**src/rtl/vid_pkg.sv**
```systemverilog
// Shared types, default 1080p timing and small width helpers for the frame-buffer video source.
package vid_pkg;

    localparam int unsigned DEF_DW      = 8;
    localparam int unsigned DEF_AW      = 21;
    localparam int unsigned DEF_H_ACT   = 1920;
    localparam int unsigned DEF_V_ACT   = 1080;
    localparam int unsigned DEF_H_BLANK = 280;
    localparam int unsigned DEF_V_LEAD  = 16;
    localparam int unsigned DEF_V_TAIL  = 16;
    localparam int unsigned DEF_RD_LAT  = 2;

    typedef logic [DEF_DW-1:0] pixel_t;

    typedef enum logic [2:0] {
        IDLE,
        LEAD,
        LINE,
        HBLK,
        TAIL,
        DRAIN
    } src_state_t;

    // Width of a counter holding 0..n-1, never narrower than one bit.
    function automatic int unsigned cnt_width(input int unsigned n);
        return (n < 2) ? 1 : $clog2(n);
    endfunction

    function automatic int unsigned max_u(input int unsigned a, input int unsigned b);
        return (a > b) ? a : b;
    endfunction

endpackage

```
**src/rtl/vid_pipe_dly.sv**
```systemverilog
// Fixed-depth shift register that realigns address-phase raster strobes with RAM read data.
module vid_pipe_dly #(
    parameter int unsigned WIDTH = 2,
    parameter int unsigned DEPTH = 2
) (
    input  logic             clk,
    input  logic             rst_b,
    input  logic [WIDTH-1:0] din,
    output logic [WIDTH-1:0] dout
);

    logic [WIDTH-1:0] stage_q [DEPTH];

    always_ff @(posedge clk) begin
        if (!rst_b) begin
            for (int i = 0; i < DEPTH; i++) begin
                stage_q[i] <= '0;
            end
        end else begin
            stage_q[0] <= din;
            for (int i = 1; i < DEPTH; i++) begin
                stage_q[i] <= stage_q[i-1];
            end
        end
    end

    assign dout = stage_q[DEPTH-1];

endmodule

```
**src/rtl/frame_src_gen.sv**
```systemverilog
// Frame-buffer video source: reads one frame from RAM and emits it as a hvalid/vvalid/dout raster.
// Macro FRAME_SRC_PATTERN_EN replaces RAM reads with a diagonal ramp pattern at identical timing.
module frame_src_gen
    import vid_pkg::*;
#(
    parameter int unsigned DW      = DEF_DW,
    parameter int unsigned AW      = DEF_AW,
    parameter int unsigned H_ACT   = DEF_H_ACT,
    parameter int unsigned V_ACT   = DEF_V_ACT,
    parameter int unsigned H_BLANK = DEF_H_BLANK,
    parameter int unsigned V_LEAD  = DEF_V_LEAD,
    parameter int unsigned V_TAIL  = DEF_V_TAIL,
    parameter int unsigned RD_LAT  = DEF_RD_LAT
) (
    input  logic          clk,
    input  logic          rst_b,
    input  logic          start,
    output logic          busy,
    output logic          frame_done,
    output logic          rd_en,
    output logic [AW-1:0] rd_addr,
    input  logic [DW-1:0] rd_data,
    output logic          hvalid,
    output logic          vvalid,
    output logic [DW-1:0] dout
);

    localparam int unsigned PW = cnt_width(H_ACT);
    localparam int unsigned LW = cnt_width(V_ACT);
    localparam int unsigned BW = cnt_width(max_u(max_u(V_LEAD, H_BLANK), max_u(V_TAIL, RD_LAT)));

    if (longint'(H_ACT) * longint'(V_ACT) > (longint'(1) << AW)) begin : g_chk_aw
        $error("frame_src_gen: H_ACT*V_ACT does not fit in AW address bits");
    end
    if (RD_LAT < 1 || RD_LAT > 4) begin : g_chk_lat
        $error("frame_src_gen: RD_LAT must be 1..4");
    end
    if (H_BLANK < 1 || V_LEAD < 1 || V_TAIL < 1 || H_ACT < 1 || V_ACT < 1) begin : g_chk_tim
        $error("frame_src_gen: timing parameters must be at least 1");
    end

    src_state_t    state_q, state_d;
    logic [BW-1:0] blk_cnt_q, blk_cnt_d;
    logic [PW-1:0] pix_cnt_q, pix_cnt_d;
    logic [LW-1:0] line_cnt_q, line_cnt_d;
    logic [AW-1:0] addr_q, addr_d;
    logic          done_q, done_d;

    logic          pix_last, line_last;
    logic          hvalid_a, vvalid_a;

    assign pix_last  = (pix_cnt_q == PW'(H_ACT - 1));
    assign line_last = (line_cnt_q == LW'(V_ACT - 1));

    always_ff @(posedge clk) begin
        if (!rst_b) begin
            state_q    <= IDLE;
            blk_cnt_q  <= '0;
            pix_cnt_q  <= '0;
            line_cnt_q <= '0;
            addr_q     <= '0;
            done_q     <= 1'b0;
        end else begin
            state_q    <= state_d;
            blk_cnt_q  <= blk_cnt_d;
            pix_cnt_q  <= pix_cnt_d;
            line_cnt_q <= line_cnt_d;
            addr_q     <= addr_d;
            done_q     <= done_d;
        end
    end

    always_comb begin
        state_d    = state_q;
        blk_cnt_d  = blk_cnt_q;
        pix_cnt_d  = pix_cnt_q;
        line_cnt_d = line_cnt_q;
        addr_d     = addr_q;
        done_d     = 1'b0;
        unique case (state_q)
            IDLE: begin
                // The frame_done cycle still counts as busy, so a start there is dropped.
                if (start && !done_q) begin
                    state_d    = LEAD;
                    blk_cnt_d  = '0;
                    pix_cnt_d  = '0;
                    line_cnt_d = '0;
                    addr_d     = '0;
                end
            end
            LEAD: begin
                if (blk_cnt_q == BW'(V_LEAD - 1)) begin
                    state_d   = LINE;
                    pix_cnt_d = '0;
                end else begin
                    blk_cnt_d = blk_cnt_q + BW'(1);
                end
            end
            LINE: begin
                if (pix_last) begin
                    state_d   = HBLK;
                    blk_cnt_d = '0;
                    // Hold on the final pixel so the address never wraps inside a frame.
                    if (!line_last) begin
                        addr_d = addr_q + AW'(1);
                    end
                end else begin
                    pix_cnt_d = pix_cnt_q + PW'(1);
                    addr_d    = addr_q + AW'(1);
                end
            end
            HBLK: begin
                if (blk_cnt_q == BW'(H_BLANK - 1)) begin
                    blk_cnt_d = '0;
                    if (line_last) begin
                        state_d = TAIL;
                    end else begin
                        state_d    = LINE;
                        pix_cnt_d  = '0;
                        line_cnt_d = line_cnt_q + LW'(1);
                    end
                end else begin
                    blk_cnt_d = blk_cnt_q + BW'(1);
                end
            end
            TAIL: begin
                if (blk_cnt_q == BW'(V_TAIL - 1)) begin
                    state_d   = DRAIN;
                    blk_cnt_d = '0;
                    addr_d    = '0;
                end else begin
                    blk_cnt_d = blk_cnt_q + BW'(1);
                end
            end
            DRAIN: begin
                // Wait for the delay line to empty before reporting completion.
                if (blk_cnt_q == BW'(RD_LAT - 1)) begin
                    state_d   = IDLE;
                    blk_cnt_d = '0;
                    done_d    = 1'b1;
                end else begin
                    blk_cnt_d = blk_cnt_q + BW'(1);
                end
            end
            default: begin
                state_d = IDLE;
            end
        endcase
    end

    assign hvalid_a   = (state_q == LINE);
    assign vvalid_a   = (state_q == LEAD) || (state_q == LINE) ||
                        (state_q == HBLK) || (state_q == TAIL);
    assign busy       = (state_q != IDLE) || done_q;
    assign frame_done = done_q;
    assign rd_addr    = addr_q;

`ifdef FRAME_SRC_PATTERN_EN
    logic [DW-1:0] pat_a, pat_dly;
    logic          unused_rd_data;

    assign unused_rd_data = ^rd_data;
    assign rd_en          = 1'b0;
    assign pat_a          = hvalid_a ? (DW'(pix_cnt_q) + DW'(line_cnt_q)) : '0;

    vid_pipe_dly #(
        .WIDTH (DW + 2),
        .DEPTH (RD_LAT)
    ) u_dly (
        .clk   (clk),
        .rst_b (rst_b),
        .din   ({vvalid_a, hvalid_a, pat_a}),
        .dout  ({vvalid, hvalid, pat_dly})
    );

    assign dout = hvalid ? pat_dly : '0;
`else
    assign rd_en = hvalid_a;

    vid_pipe_dly #(
        .WIDTH (2),
        .DEPTH (RD_LAT)
    ) u_dly (
        .clk   (clk),
        .rst_b (rst_b),
        .din   ({vvalid_a, hvalid_a}),
        .dout  ({vvalid, hvalid})
    );

    assign dout = hvalid ? rd_data : '0;
`endif

endmodule
```
**config.mk**
```make
export PLATFORM = sky130hd
export DESIGN_NAME = frame_src_gen
export DESIGN_NICKNAME = d
export VERILOG_FILES = /design/src/rtl/vid_pkg.sv /design/src/rtl/vid_pipe_dly.sv /design/src/rtl/frame_src_gen.sv
export SDC_FILE = /design/constraint.sdc
export NUM_CORES = 1
export LEC_CHECK = 0
export CORE_MARGIN = 2
export CORE_UTILIZATION = 59
export DETAILED_ROUTE_END_ITERATION = 8
export PLACE_DENSITY = 0.86
export REMOVE_ABC_BUFFERS = 1
export SYNTH_ARGS = -nofsm -noshare
export SYNTH_HDL_FRONTEND = slang
export SYNTH_HIERARCHICAL = 1
export SYNTH_SLANG_ARGS = --single-unit
```
**constraint.sdc**
```tcl
create_clock -name clk -period 3.85 [get_ports clk]
set_clock_uncertainty 0.15 [all_clocks]
set_input_delay 0.9625 -clock clk [delete_from_list [all_inputs] [get_ports clk]]
set_output_delay 0.9625 -clock clk [all_outputs]
set_load 0.005 [all_outputs]
```
==> flow_summary_export.csv <==
group,metric,value,unit
clock_network,ctsHoldBuffers,0,
die,die_w,78.3,um
sta,setup_violations,0,
sta,max_freq,308,MHz
synth,ys_seq_area_share,36.9,%
global_route,grt_max_degree,26,
placement,gp_congestion,0.916,
drt,drc,0,
placement,io_buffer_count,44,
clock_network,cts.sinks,60,
clock_network,htreeDepth,3,
die,core-area,5410,um2
cells_and_area,antenna_cells,0,
sta,hold_viol_final,0,
sta,drv_slew,0,
critical_path,critical_path_arrival,2.13,ns
sta,period_share,84.2,%
synth,yosys_warnings,6,
hold_path,hold_path.startpoint,"u_dly/stage_q[0][1]$_SDFF_PN0_",
synth,synthArstFlopShare,0,%
cells_and_area,nNetsFinal,455,
synth,syn_inst,399,
drt,drt-initial-drc-count,339,
status,status,"completed",
critical_path,cp-startpoint,"state_q[2]$_SDFFE_PN0P_",
clock_network,cts_buffers,9,
critical_path,worst_setup_path_end_kind,"primary output",
clock_network,clock_latency,0.34,ns
placement,post-dp-hpwl,5230,um
power_and_ir_drop,power_density,440,nW/um2
synth,synth_flop_cell,"dfxtp_1",
hold_path,min_path_type,"flip-flop to flip-flop",
global_route,grt_pass1_vias,2953,
synth,yosys-top-cells-area,"dfxtp_1 37%, a21oi_1 4.1%, nand2_1 4.0%",
die,row_count,27,
flow_run,drv_cap,0,
synth,ys_seq_elements,60,
global_route,grt_overflow,0,
cells_and_area,layout-drive-gt1-share,8.13,%
die,die_y,78.3,um
synth,synth-compound-area-share,21.9,%
sta,rsz0062_at_grt,"no",
synth,synth_top_family_by_area,"simple AND/OR/NAND/NOR gates",
placement,placed_area,3740,um2
sta,min_period,3.24,ns
cells_and_area,final_area,3930,um2
synth,synthXorXnorAreaFrac,3.49,%
drt,wl,7790,um
critical_path,critPathMaxFanout,18,
clock_network,cts_tree,"done",
synth,synth_edf_count,0,
clock_network,path_clk_slew,0.06,ns
critical_path,required,2.74,ns
synth,syn_avg_cell_area,8.17,um2
cells_and_area,layout.cells.most_common,"dfxtp_1",
synth,yosysTopAreaCellShare,36.9,%
die,die_area,6130,um2
global_route,grt_pass1_wl,13200,um
critical_path,r2r-start,"state_q[2]$_SDFFE_PN0P_",
cells_and_area,final_cell_mix,"60 x dfxtp_1, 44 x clkdlybuf4s50_1, 35 x nand2_1",
synth,muxShareOfSynthArea,0.921,%
clock_network,post_cts_buffers,0,
die,ios,45,
sta,tns,0,ns
drt,ant_nets,0,
sta,slew-limit-headroom,43.9,%
sta,tightest_slew,0.841,ns
cells_and_area,utilization,72.8,%
drt,vias,3228,
synth,syn_area,3260,um2
synth,synthAdderAreaFrac,1.92,%
clock_network,cts_root_buffer,"clkbuf_8",
synth,synth-simple-area-share,30.9,%
drt,drt_first_pass_iters,5,
sta,worst_slack,0.608,ns
drt,wire_per_inst,15.1,um
cells_and_area,syn_to_final_growth,20.7,%
drt,vias_per_cell,6.27,
synth,synth.largest_area_cell,"dfxtp_1",
placement,post-place-ws,0.688,ns
global_route,grt_usage,26.6,%
clock_network,clockBufferDepth,2,
synth,netlist-cell-type-count,62,
global_route,antenna_found_initial,0,
clock_network,post_cts_resized,0,
die,initial_core_util,60.3,%
power_and_ir_drop,p_leak,0.00127,uW
power_and_ir_drop,max-vdd-ir-drop,0.333,mV
critical_path,start_kind,"flip-flop",
critical_path,crit_type,"flip-flop to primary output",
-- report_power, final --
| group | internal [uW] | total, uW | switching [uW] |
|---|---|---|---|
| clock | 300 | 534 | 234 |
| sequential | 656 | 704 | 47.7 |
| combinational | 191 | 493 | 303 |
-- sequential cells by signal, summed over array words and instances, names as in the netlist --
signal         count
line_cnt_q        11
state_q            3
blk_cnt_q          9
pix_cnt_q         11
rd_addr           21
u_dly/stage_q      4
frame_done         1
-- synth_stat cells, drive strengths merged, types with 2 or more instances --
cell type  instances
xor2               8
or3b               2
and3              10
and4               2
nand3             20
mux2i              3
or2                5
nor3              14
dfxtp             60
and2              15
or4b               2
inv                8
clkbuf            15
o41ai              2
o311ai             2
xnor2              5
ha                 5
nand4             10
o31ai              7
o211ai             4
and4b              2
o21a               5
a21oi             28
a31oi             12
o21ai             24
nor2              29
o221a              3
a211oi             5
a311oi             5
a41oi              3
nor4              10
nand2             35
or3               14
buf                6
nand2b             2
or4                4
-- per-layer routing --
layer	vias up	global-route usage, %	share of wire [%]	wire (um)
met1	1506	32.1	44	3460
met5	-	0	0	0
met3	14	6.55	6.3	488
li1	1572	-	-	-
met4	0	12.3	1.3	100
met2	136	44.6	48	3740
-- kinds of logic after synthesis --
group | after synthesis
simple gates | 183
compound gates | 105
flops | 60
buf+inv | 30
xor+xnor | 13
fa+ha+maj | 5
mux | 3
-- through the flow --
stage / hold WS, ns / cells / power, uW
CTS: 0.296 / 515 / 1740
global placement: 0.263 / 500 / 1190
detailed placement: 0.264 / 500 / 1200
finish: 0.301 / 515 / 1730
floorplan: 0.256 / 378 / 1020
global route: 0.327 / 515 / 1820
-- area by class of cell --
type / instances / area, um2
clock buffers: 14 / 183
clock inverters: 1 / 5.00
fillers: 415 / 1470
inverters: 9 / 33.8
multi-input cells: 309 / 1930
flip-flops and latches: 60 / 1200
well taps: 72 / 90.1
repair buffers: 50 / 485
-- worst paths after layout --
check | endpoint | slack (ns) | cells after the start
worst max-delay path | rd_en | 0.61 | 3
worst min-delay path | u_dly/stage_q[0][3]$_SDFF_PN0_ | 0.30 | 1
worst max register to register | blk_cnt_q[7]$_SDFFE_PN0P_ | 0.82 | 6
worst min register to register | u_dly/stage_q[0][3]$_SDFF_PN0_ | 0.30 | 1
-- worst max-delay path, stage by stage, from the launching register on --
cell and delay [ns]:
dfxtp_1 0.66, or3b_1 0.50, clkinv_1 0.16, clkdlybuf4s50_1 0.47
Power figures use the tool's default switching activity.
